$ cat src/rtl/vrf_pkg.sv
// rtl/vrf_pkg.sv - shared types and constants for the vector register file read path
package vrf_pkg;

    localparam int VrfNumWords  = 1024;
    localparam int VrfDataWidth = 64;
    localparam int VrfMaxLen    = 64;
    localparam int VrfAddrWidth = (VrfNumWords > 1) ? $clog2(VrfNumWords) : 1;
    localparam int VrfLenWidth  = $clog2(VrfMaxLen + 1);

    typedef logic [VrfAddrWidth-1:0] vrf_addr_t;
    typedef logic [VrfDataWidth-1:0] vrf_data_t;
    typedef logic [VrfLenWidth-1:0]  vrf_len_t;

    typedef struct packed {
        vrf_addr_t addr;
        vrf_len_t  len;
    } vrf_rd_req_t;

    typedef enum logic {
        RD_IDLE,
        RD_READ
    } rd_state_e;

    function automatic logic is_pow2(input int n);
        return (n > 0) && ((n & (n - 1)) == 0);
    endfunction

endpackage

$ cat src/rtl/vrf_reader_fifo.sv
// rtl/vrf_reader_fifo.sv - 2-entry FIFO with registered head, flush and full/empty flags
module vrf_reader_fifo #(
    parameter type entry_t = logic
) (
    input  logic   clk_i,
    input  logic   rst_ni,
    input  logic   flush_i,
    input  logic   push_i,
    input  entry_t push_data_i,
    input  logic   pop_i,
    output entry_t head_o,
    output logic   full_o,
    output logic   empty_o
);
    entry_t     mem_q [2];
    entry_t     mem_d [2];
    logic       rd_ptr_q, rd_ptr_d;
    logic       wr_ptr_q, wr_ptr_d;
    logic [1:0] count_q, count_d;
    logic       do_push, do_pop;

    assign full_o  = (count_q == 2'd2);
    assign empty_o = (count_q == 2'd0);
    assign head_o  = mem_q[rd_ptr_q];
    assign do_pop  = pop_i && !empty_o;
    assign do_push = push_i && (!full_o || do_pop);

    always_comb begin
        mem_d    = mem_q;
        rd_ptr_d = rd_ptr_q;
        wr_ptr_d = wr_ptr_q;
        count_d  = count_q;
        if (flush_i) begin
            rd_ptr_d = 1'b0;
            wr_ptr_d = 1'b0;
            count_d  = 2'd0;
        end else begin
            if (do_push) begin
                mem_d[wr_ptr_q] = push_data_i;
                wr_ptr_d        = !wr_ptr_q;
            end
            if (do_pop) begin
                rd_ptr_d = !rd_ptr_q;
            end
            count_d = count_q + {1'b0, do_push} - {1'b0, do_pop};
        end
    end

    always_ff @(posedge clk_i or negedge rst_ni) begin
        if (!rst_ni) begin
            mem_q    <= '{default: '0};
            rd_ptr_q <= 1'b0;
            wr_ptr_q <= 1'b0;
            count_q  <= 2'd0;
        end else begin
            mem_q    <= mem_d;
            rd_ptr_q <= rd_ptr_d;
            wr_ptr_q <= wr_ptr_d;
            count_q  <= count_d;
        end
    end

    assert property (@(posedge clk_i) disable iff (!rst_ni) !(push_i && full_o && !pop_i));

endmodule

$ cat src/rtl/vrf_operand_reader.sv
// rtl/vrf_operand_reader.sv - burst reader walking VRF addresses into a valid/ready word stream
module vrf_operand_reader
    import vrf_pkg::*;
#(
    parameter int NumWords  = VrfNumWords,
    parameter int DataWidth = VrfDataWidth,
    parameter int MaxLen    = VrfMaxLen,
    parameter int AddrWidth = (NumWords > 1) ? $clog2(NumWords) : 1,
    parameter int LenWidth  = $clog2(MaxLen + 1)
) (
    input  logic                 clk_i,
    input  logic                 rst_ni,
    input  logic                 req_valid_i,
    output logic                 req_ready_o,
    input  logic [AddrWidth-1:0] req_addr_i,
    input  logic [LenWidth-1:0]  req_len_i,
    input  logic                 flush_i,
    output logic [AddrWidth-1:0] vrf_raddr_o,
    input  logic [DataWidth-1:0] vrf_rdata_i,
    output logic                 data_valid_o,
    input  logic                 data_ready_i,
    output logic [DataWidth-1:0] data_o,
    output logic                 data_last_o,
    output logic                 busy_o
);
    typedef struct packed {
        logic [DataWidth-1:0] data;
        logic                 last;
    } entry_t;

    if (!is_pow2(NumWords)) begin : g_num_words_not_pow2
        $error("vrf_operand_reader: NumWords must be a power of two");
    end

    rd_state_e            state_q, state_d;
    logic [AddrWidth-1:0] addr_q, addr_d;
    logic [LenWidth-1:0]  remaining_q, remaining_d;
    logic                 fifo_full, fifo_empty;
    logic                 pop, fire;
    entry_t               head, push_entry;

    // A full FIFO still accepts a read when its head leaves in the same cycle.
    assign pop        = !fifo_empty && data_ready_i;
    assign fire       = (state_q == RD_READ) && !flush_i && (!fifo_full || pop);
    assign push_entry = '{data: vrf_rdata_i, last: (remaining_q == LenWidth'(1))};

    always_comb begin
        state_d     = state_q;
        addr_d      = addr_q;
        remaining_d = remaining_q;
        if (flush_i) begin
            state_d = RD_IDLE;
        end else if (state_q == RD_IDLE) begin
            if (req_valid_i && (req_len_i != '0)) begin
                addr_d      = req_addr_i;
                remaining_d = req_len_i;
                state_d     = RD_READ;
            end
        end else if (fire) begin
            addr_d      = addr_q + 1'b1;
            remaining_d = remaining_q - 1'b1;
            if (remaining_q == LenWidth'(1)) begin
                state_d = RD_IDLE;
            end
        end
    end

    always_ff @(posedge clk_i or negedge rst_ni) begin
        if (!rst_ni) begin
            state_q     <= RD_IDLE;
            addr_q      <= '0;
            remaining_q <= '0;
        end else begin
            state_q     <= state_d;
            addr_q      <= addr_d;
            remaining_q <= remaining_d;
        end
    end

    vrf_reader_fifo #(
        .entry_t(entry_t)
    ) u_fifo (
        .clk_i      (clk_i),
        .rst_ni     (rst_ni),
        .flush_i    (flush_i),
        .push_i     (fire),
        .push_data_i(push_entry),
        .pop_i      (pop),
        .head_o     (head),
        .full_o     (fifo_full),
        .empty_o    (fifo_empty)
    );

    assign req_ready_o  = (state_q == RD_IDLE) && !flush_i;
    assign vrf_raddr_o  = addr_q;
    assign data_valid_o = !fifo_empty;
    assign data_o       = head.data;
    assign data_last_o  = head.last && !fifo_empty;
    assign busy_o       = (state_q == RD_READ) || !fifo_empty;

    assert property (@(posedge clk_i) disable iff (!rst_ni)
        req_valid_i |-> (req_len_i <= LenWidth'(MaxLen)));
    assert property (@(posedge clk_i) disable iff (!rst_ni)
        (data_valid_o && !data_ready_i && !flush_i) |=> $stable(data_o));

endmodule

$ cat config.mk
export PLATFORM = sky130hd
export DESIGN_NAME = vrf_operand_reader
export DESIGN_NICKNAME = d
export VERILOG_FILES = /design/src/rtl/vrf_pkg.sv /design/src/rtl/vrf_reader_fifo.sv /design/src/rtl/vrf_operand_reader.sv
export SDC_FILE = /design/constraint.sdc
export NUM_CORES = 1
export LEC_CHECK = 0
export CORE_MARGIN = 10
export CORE_UTILIZATION = 46
export CTS_CLUSTER_SIZE = 20
export DETAILED_ROUTE_END_ITERATION = 8
export GPL_TIMING_DRIVEN = 0
export PLACE_DENSITY_LB_ADDON = 0.1
export SYNTH_ARGS = -nofsm -noshare
export SYNTH_HDL_FRONTEND = slang
export SYNTH_SLANG_ARGS = --single-unit
$ cat constraint.sdc
create_clock -name clk_i -period 1.5 [get_ports clk_i]
set_input_delay 0.15 -clock clk_i [delete_from_list [all_inputs] [get_ports clk_i]]
set_output_delay 0.15 -clock clk_i [all_outputs]
set_load 0.05 [all_outputs]
Yosys cells after proc, flatten, opt, wreduce, memory -nomap -nowiden. Cells that the tools add are included.

$add $sub $neg: 4. $lt $le $gt $ge: 3. Equal/unequal tests: 3. Muxes and demuxes: 22. Bitwise logic cells: 4. Reduce and logical (&&, ||, !) cells: 24.

Operators with widths (number): $mux 65 (4); $bwmux 130 (1); $demux 65 s1 (1); $mux 10 (3); $mux 7 (3); $add 10x1->10 const B (1); $logic_and 1x1->1 (9); $mux 1 (9); $eq 7x1->1 const B (1); $reduce_bool 7->1 (1); $sub 7x1->7 const B (1); $reduce_bool 2->1 (3); $logic_not 1->1 (5); $ge 2x2->1 const B (2); $not 1->2 (2); $logic_or 1x1->1 (3); $reduce_and 3->1 (1); $add 2x1->2 (1); $eq 2x2->1 const B (1); $logic_not 2->1 (1); $lt 2x1->1 const B (1); $mux 2 (1); $ne 2x1->1 const B (1); $not 1->1 (2); 2 further kinds (2).

Register bits: 152. Bits of input ports: 86. Output and inout port bits: 78. Logic and storage cells: 70.

Longest topological paths before layout.
Depth after elaboration: 9. Mapped depth: 8. Mapped depth without buffers: 8.

Cells and area by module. A second synthesis with hierarchy kept.

Cell total of the unflattened synthesis: 513. Area total of the unflattened synthesis: 7343.3 um2.

Modules (own cells, without submodules): vrf_reader_fifo (times used 1, cells each 371, area each 6068.3 um2); vrf_operand_reader (times used 1, cells each 142, area each 1275.0 um2).

Worst setup path before layout. OpenSTA, ideal clock, no wires.

Path kind: register to register. From: register u_fifo.count_q[0]. To: register u_fifo.count_q[0]. Library setup time: 0.118 ns. Data arrival time: 1.682 ns. Data required time: 1.382 ns. Slack: -0.300 ns. Stages on the path, launching flop included: 8. Buffers on the path: 0. Clock period less this slack: 1.800 ns. Cells stage by stage: dfrtp_1 nor2_1 inv_1 and2_1 ha_1 inv_1 ha_1 nor2b_1.

Word-level cells in the longest chain between the ends: 9. Elaborated cells between the ends (all ways): 13. Classes of those cells: add/sub: 2; eq/ne: 1; mux: 1; reduce/logical: 9.

RTL lines: start, declared (line vrf_reader_fifo.sv:19) `logic [1:0] count_q, count_d;`; start signal, assigned (line vrf_reader_fifo.sv:59) `count_q <= count_d;`; $logic_not 2->1 (*) (line vrf_reader_fifo.sv:23) `assign empty_o = (count_q == 2'd0);`; $logic_not 1->1 (*); named net data_valid_o (line vrf_operand_reader.sv:20) `output logic data_valid_o,`; $logic_and 1x1->1 (line vrf_operand_reader.sv:43) `assign pop = !fifo_empty && data_ready_i;`; $logic_or 1x1->1 / $logic_and 1x1->1 (equally long branches) (line vrf_operand_reader.sv:44, vrf_reader_fifo.sv:25); $logic_and 1x1->1 / $logic_or 1x1->1 (equally long branches) (line vrf_operand_reader.sv:44, vrf_reader_fifo.sv:26); $logic_and 1x1->1 (line vrf_reader_fifo.sv:26) `assign do_push = push_i && (!full_o || do_pop);`; $add 2x1->2 (line vrf_reader_fifo.sv:45) `count_d = count_q + {1'b0, do_push} - {1'b0, do_pop};`; $sub 2x1->2 (*) (line vrf_reader_fifo.sv:45); $mux 2 (*) (line vrf_reader_fifo.sv:33) `if (flush_i) begin`; named net u_fifo.count_d[0] (line vrf_reader_fifo.sv:19).

Mark *: on every way through the listed nets, which the timed path passes. The rest lies on a longest branch. A chain may end at the register's enable or synchronous reset.

Worst setup path in the final report.
From: register u_fifo.count_q[0]. To: register u_fifo.mem_q[47] (netlist bit).

Word-level cells in the longest chain between the ends: 7. Elaborated cells between the ends (all ways): 11. Classes of those cells: eq/ne: 1; reduce/logical: 10.

RTL lines: $logic_not 2->1 (line vrf_reader_fifo.sv:23); $logic_not 1->1 (line vrf_reader_fifo.sv:25, vrf_operand_reader.sv:43); $logic_and 1x1->1 (line vrf_operand_reader.sv:43); $logic_or 1x1->1 / $logic_and 1x1->1 (equally long branches) (line vrf_operand_reader.sv:44, vrf_reader_fifo.sv:25); $logic_and 1x1->1 / $logic_or 1x1->1 (equally long branches) (line vrf_operand_reader.sv:44, vrf_reader_fifo.sv:26); $logic_and 1x1->1 (*) (line vrf_reader_fifo.sv:26); $reduce_and 2->1 (no source line) (*); end signal, assigned (line vrf_reader_fifo.sv:56) `mem_q <= mem_d;`; end, declared (line vrf_reader_fifo.sv:15) `entry_t mem_q [2];`.

Every way passes the cells marked *; elsewhere a longest branch is shown, timed or not.

==> results.md <==
- Final-report max-slew violation count: 0
- Largest net degree at the start of global routing: 83
- Failing checks: negative setup slack
- Sequence of cells on the critical path: or3b_4, nand3_4, buf_12, buf_12, buf_12, mux2_4
- Post-detailed-route count of antenna-violating nets: 0
- IO Count: 164
- Port Buffers: 163
- First-pass GRT wire length: 32.8 mm
- Highest clock rate: 551 MHz
- Hold Vio Cnt, Final: 0
- Fill cells: 905
- CTS max path bufs: 2
- Distinct cells, synth: 50
- Iter 0 DRT Violations: 240
- Commonest cells post-synth: dfrtp_1 (152), mux2_2 (101), mux2_4 (60), mux2_1 (31), nor3_1 (14)
- Detailed Routing Iterations Pass 1: 4
- H-tree Lvls: 4
- Syn Area/Cell: 14.7 um2
- RR Endpoint: u_fifo.mem_q[47]
- Leak: 5.41 nW
- Clk Latency, worst-skew pair: 0.43 ns
- HP Class: primary input to async pin
- Num rows: 45
- Power per cell area: 2110 nW/um2
- Cell taking the most area after synthesis: dfrtp_1
- Synth Net Count: 587
- # setup viols final: 217
- CTS buffer count: 17
- Slew HR: 55.2%
- CP Max Fanout: 5
- Clock Root Buffer: clkbuf_16
- Layout cells sized above 1: 62.5%
- Die Y-Extent: 146 um
- R2R setup slack: -0.32 ns
- Total power: 25.3 mW
- FF-to-FF path depth: 6
- DR WL/cell: 22.4 um
- Critical Path Start Type: flip-flop
- DP HPWL: 12.7 mm
- Gr usage total: 19.2%
- Crit. End Element: flip-flop
- Yosys warns: 0
- Antenna violations before repair: 0
- Die area: 21,200 um2
- CP Data Required Time: 1.81 ns
- DR DRC count: 0
- Critical path's top delay family: simple AND/OR/NAND/NOR gates
- Final period utilization: 121%
- Critical path's slowest cell: or3b_4
- Final worst slack: -0.316 ns
- FF/Latch Area: 3810 um2
- Max stage delay on crit path: 0.46 ns
- Status: finished, violations left
- Worst Path Arrival: 2.13 ns
- RSZ-0062 raised after global routing: true
- Core ar.: 15,400 um2
- Post-Syn Area: 7270 um2
- Worst path bufs/invs: 3
- Area Overhead vs Synth: 65.2%
- Ys async rst share: 100%
- Overflow after GRT: 0
- Synth Flop Type: dfrtp_1
- Max-Cap Viols: 0
- Routed WL: 21.6 mm
- CP most frequent cell: buf_12
- Minimum clock period: 1.82 ns
- Peak supply drop: 0.00156 V
- Initial Utilization: 47.3%
- Clock skew: 0.00708 ns
- TritonCTS Sinks: 152
- Largest cells by area after synthesis: dfrtp_1 (52%), mux2_2 (16%), mux2_4 (12%)
- Number of global-route vias before repair: 5,853
- Area share of the largest cell type after synthesis: 52.3%
- Reg2reg start: u_fifo.count_q[0]
- Setup CP Type: flip-flop to flip-flop
- Vias per std cell: 5.37
- Placer Congestion: 0.795
- Synthesized flop and latch total: 152
- Die Wd: 146 um
- Via count: 5,188
- Dpl ws: -0.782 ns
- Area of the multi-input gates: 4020 um2
- Syn Inst Count: 496
- CTS tree: yes
- Clk slew on worst S/H paths: 0.06 ns
- Setup_tns: -50.48 ns
- Worst Tran Pin Value: 0.672 ns
- Seq/Total Area, Yosys: 52.3%
- Post-synth EDFFs: 0
- # nets final: 833
- Count leader, synth: dfrtp_1
worst max-delay path by stage:
stage / start / to / depth (start not counted)
6_report: u_fifo.count_q[0] / u_fifo.mem_q[47] / 6
5_1_grt: u_fifo.count_q[0] / u_fifo.mem_q[47] / 6
4_1_cts: u_fifo.rd_ptr_q / data_o[2] / 4
3_5_place_dp: u_fifo.rd_ptr_q / data_last_o / 5
3_3_place_gp: rst_ni / vrf_raddr_o[0] / 1
2_1_floorplan: u_fifo.count_q[1] / u_fifo.mem_q[27] / 5
layer usage:
metal | global-route usage, % | wire length [um]
met5 | 0 | 0
met4 | 5.21 | 248
met1 | 23.0 | 9000
met2 | 32.9 | 11200
met3 | 5.59 | 1190
per-stage QoR:
stage          hold WS (ns)  instances  utilization, %  area [um2]
6_report              0.289        967            78.2       12000
5_1_grt               0.344        966            78.2       12000
4_1_cts               0.249        951            74.8       11500
3_5_place_dp          0.203        871            61.4        9440
3_3_place_gp          0.466        870            61.2        9410
2_1_floorplan        -0.146        496               -        7510
cells by family after synthesis:
group                    after synthesis  synth area share, %
multiplexers                         196                 33.4
adder cells (fa/ha/maj)                5                0.860
AO/OA/AOI/OAI                         41                 4.52
XOR/XNOR                               3                0.361
AND/OR/NAND/NOR                       65                 5.44
flip-flops                           152                 52.3
buffers and inverters                 34                 3.16
final cells by class:
cell class	count	area share, %
multi-input combinational	311	33.5
sequential	152	31.7
timing repair buffer	227	22.8
buffer	25	4.12
clock buffer	19	3.60
tap	211	2.20
clock inverter	13	1.69
inverter	8	0.396
antenna	1	0.0208
repair_timing:
item / in CTS / in global routing
buffers inserted: 34 / 13
gates resized for setup: 664 / 99
hold buffers: 1 / 0
pin swaps: 28 / 19
endpoints found under the hold margin: 70 / 0
cloned: 14 / 8
setup endpoints to repair: 228 / 219
cell usage in the layout (no fill, tap or decap), types with 3 or more instances in the layout:
cell type / netlist / final
mux2_2: 101 / 62
a21oi_2: 0 / 3
buf_4: 2 / 17
nor3_1: 14 / 6
mux2_4: 60 / 130
mux2i_1: 4 / 3
a21oi_1: 7 / 4
dfrtp_1: 152 / 145
clkdlybuf4s50_1: 0 / 83
inv_2: 0 / 3
buf_6: 11 / 77
buf_2: 8 / 3
clkdlybuf4s15_2: 0 / 7
a31oi_4: 0 / 5
buf_12: 0 / 29
dfrtp_2: 0 / 7
and4_1: 3 / 3
buf_8: 0 / 15
nand2_1: 8 / 5
nand2_8: 1 / 3
bufinv_16: 0 / 5
nand3_1: 7 / 3
nor2_1: 11 / 5
o221a_4: 0 / 6
nor3_2: 0 / 4
clkinv_2: 0 / 4
buf_16: 0 / 9
nor2_4: 0 / 4
o21ai_2: 0 / 3
nor3_4: 0 / 4
clkbuf_16: 0 / 26
nand3_4: 0 / 3
ha_4: 0 / 4
worst reg2reg max path: cells and delay by family (launching register included):
| kind | cells | cell delay [ns] |
|---|---|---|
| flip-flops | 1 | 0.39 |
| multiplexers | 1 | 0.30 |
| AND/OR/NAND/NOR | 2 | 0.62 |
| buffers and inverters | 3 | 0.40 |
registers in the layout (all words and copies together), names as in the netlist:
register / cells
remaining_q: 7
state_q: 1
u_fifo.count_q: 2
u_fifo.mem_q: 130
u_fifo.rd_ptr_q: 1
u_fifo.wr_ptr_q: 1
vrf_raddr_o: 10
power by group:
group / internal, mW / leakage, nW / switching, mW
Clock: 2.94 / 0.307 / 1.74
Sequential: 5.82 / 1.82 / 1.23
Combinational: 6.70 / 3.28 / 6.90
Total: 15.5 / 5.41 / 9.86
Power figures use the tool's default switching activity.
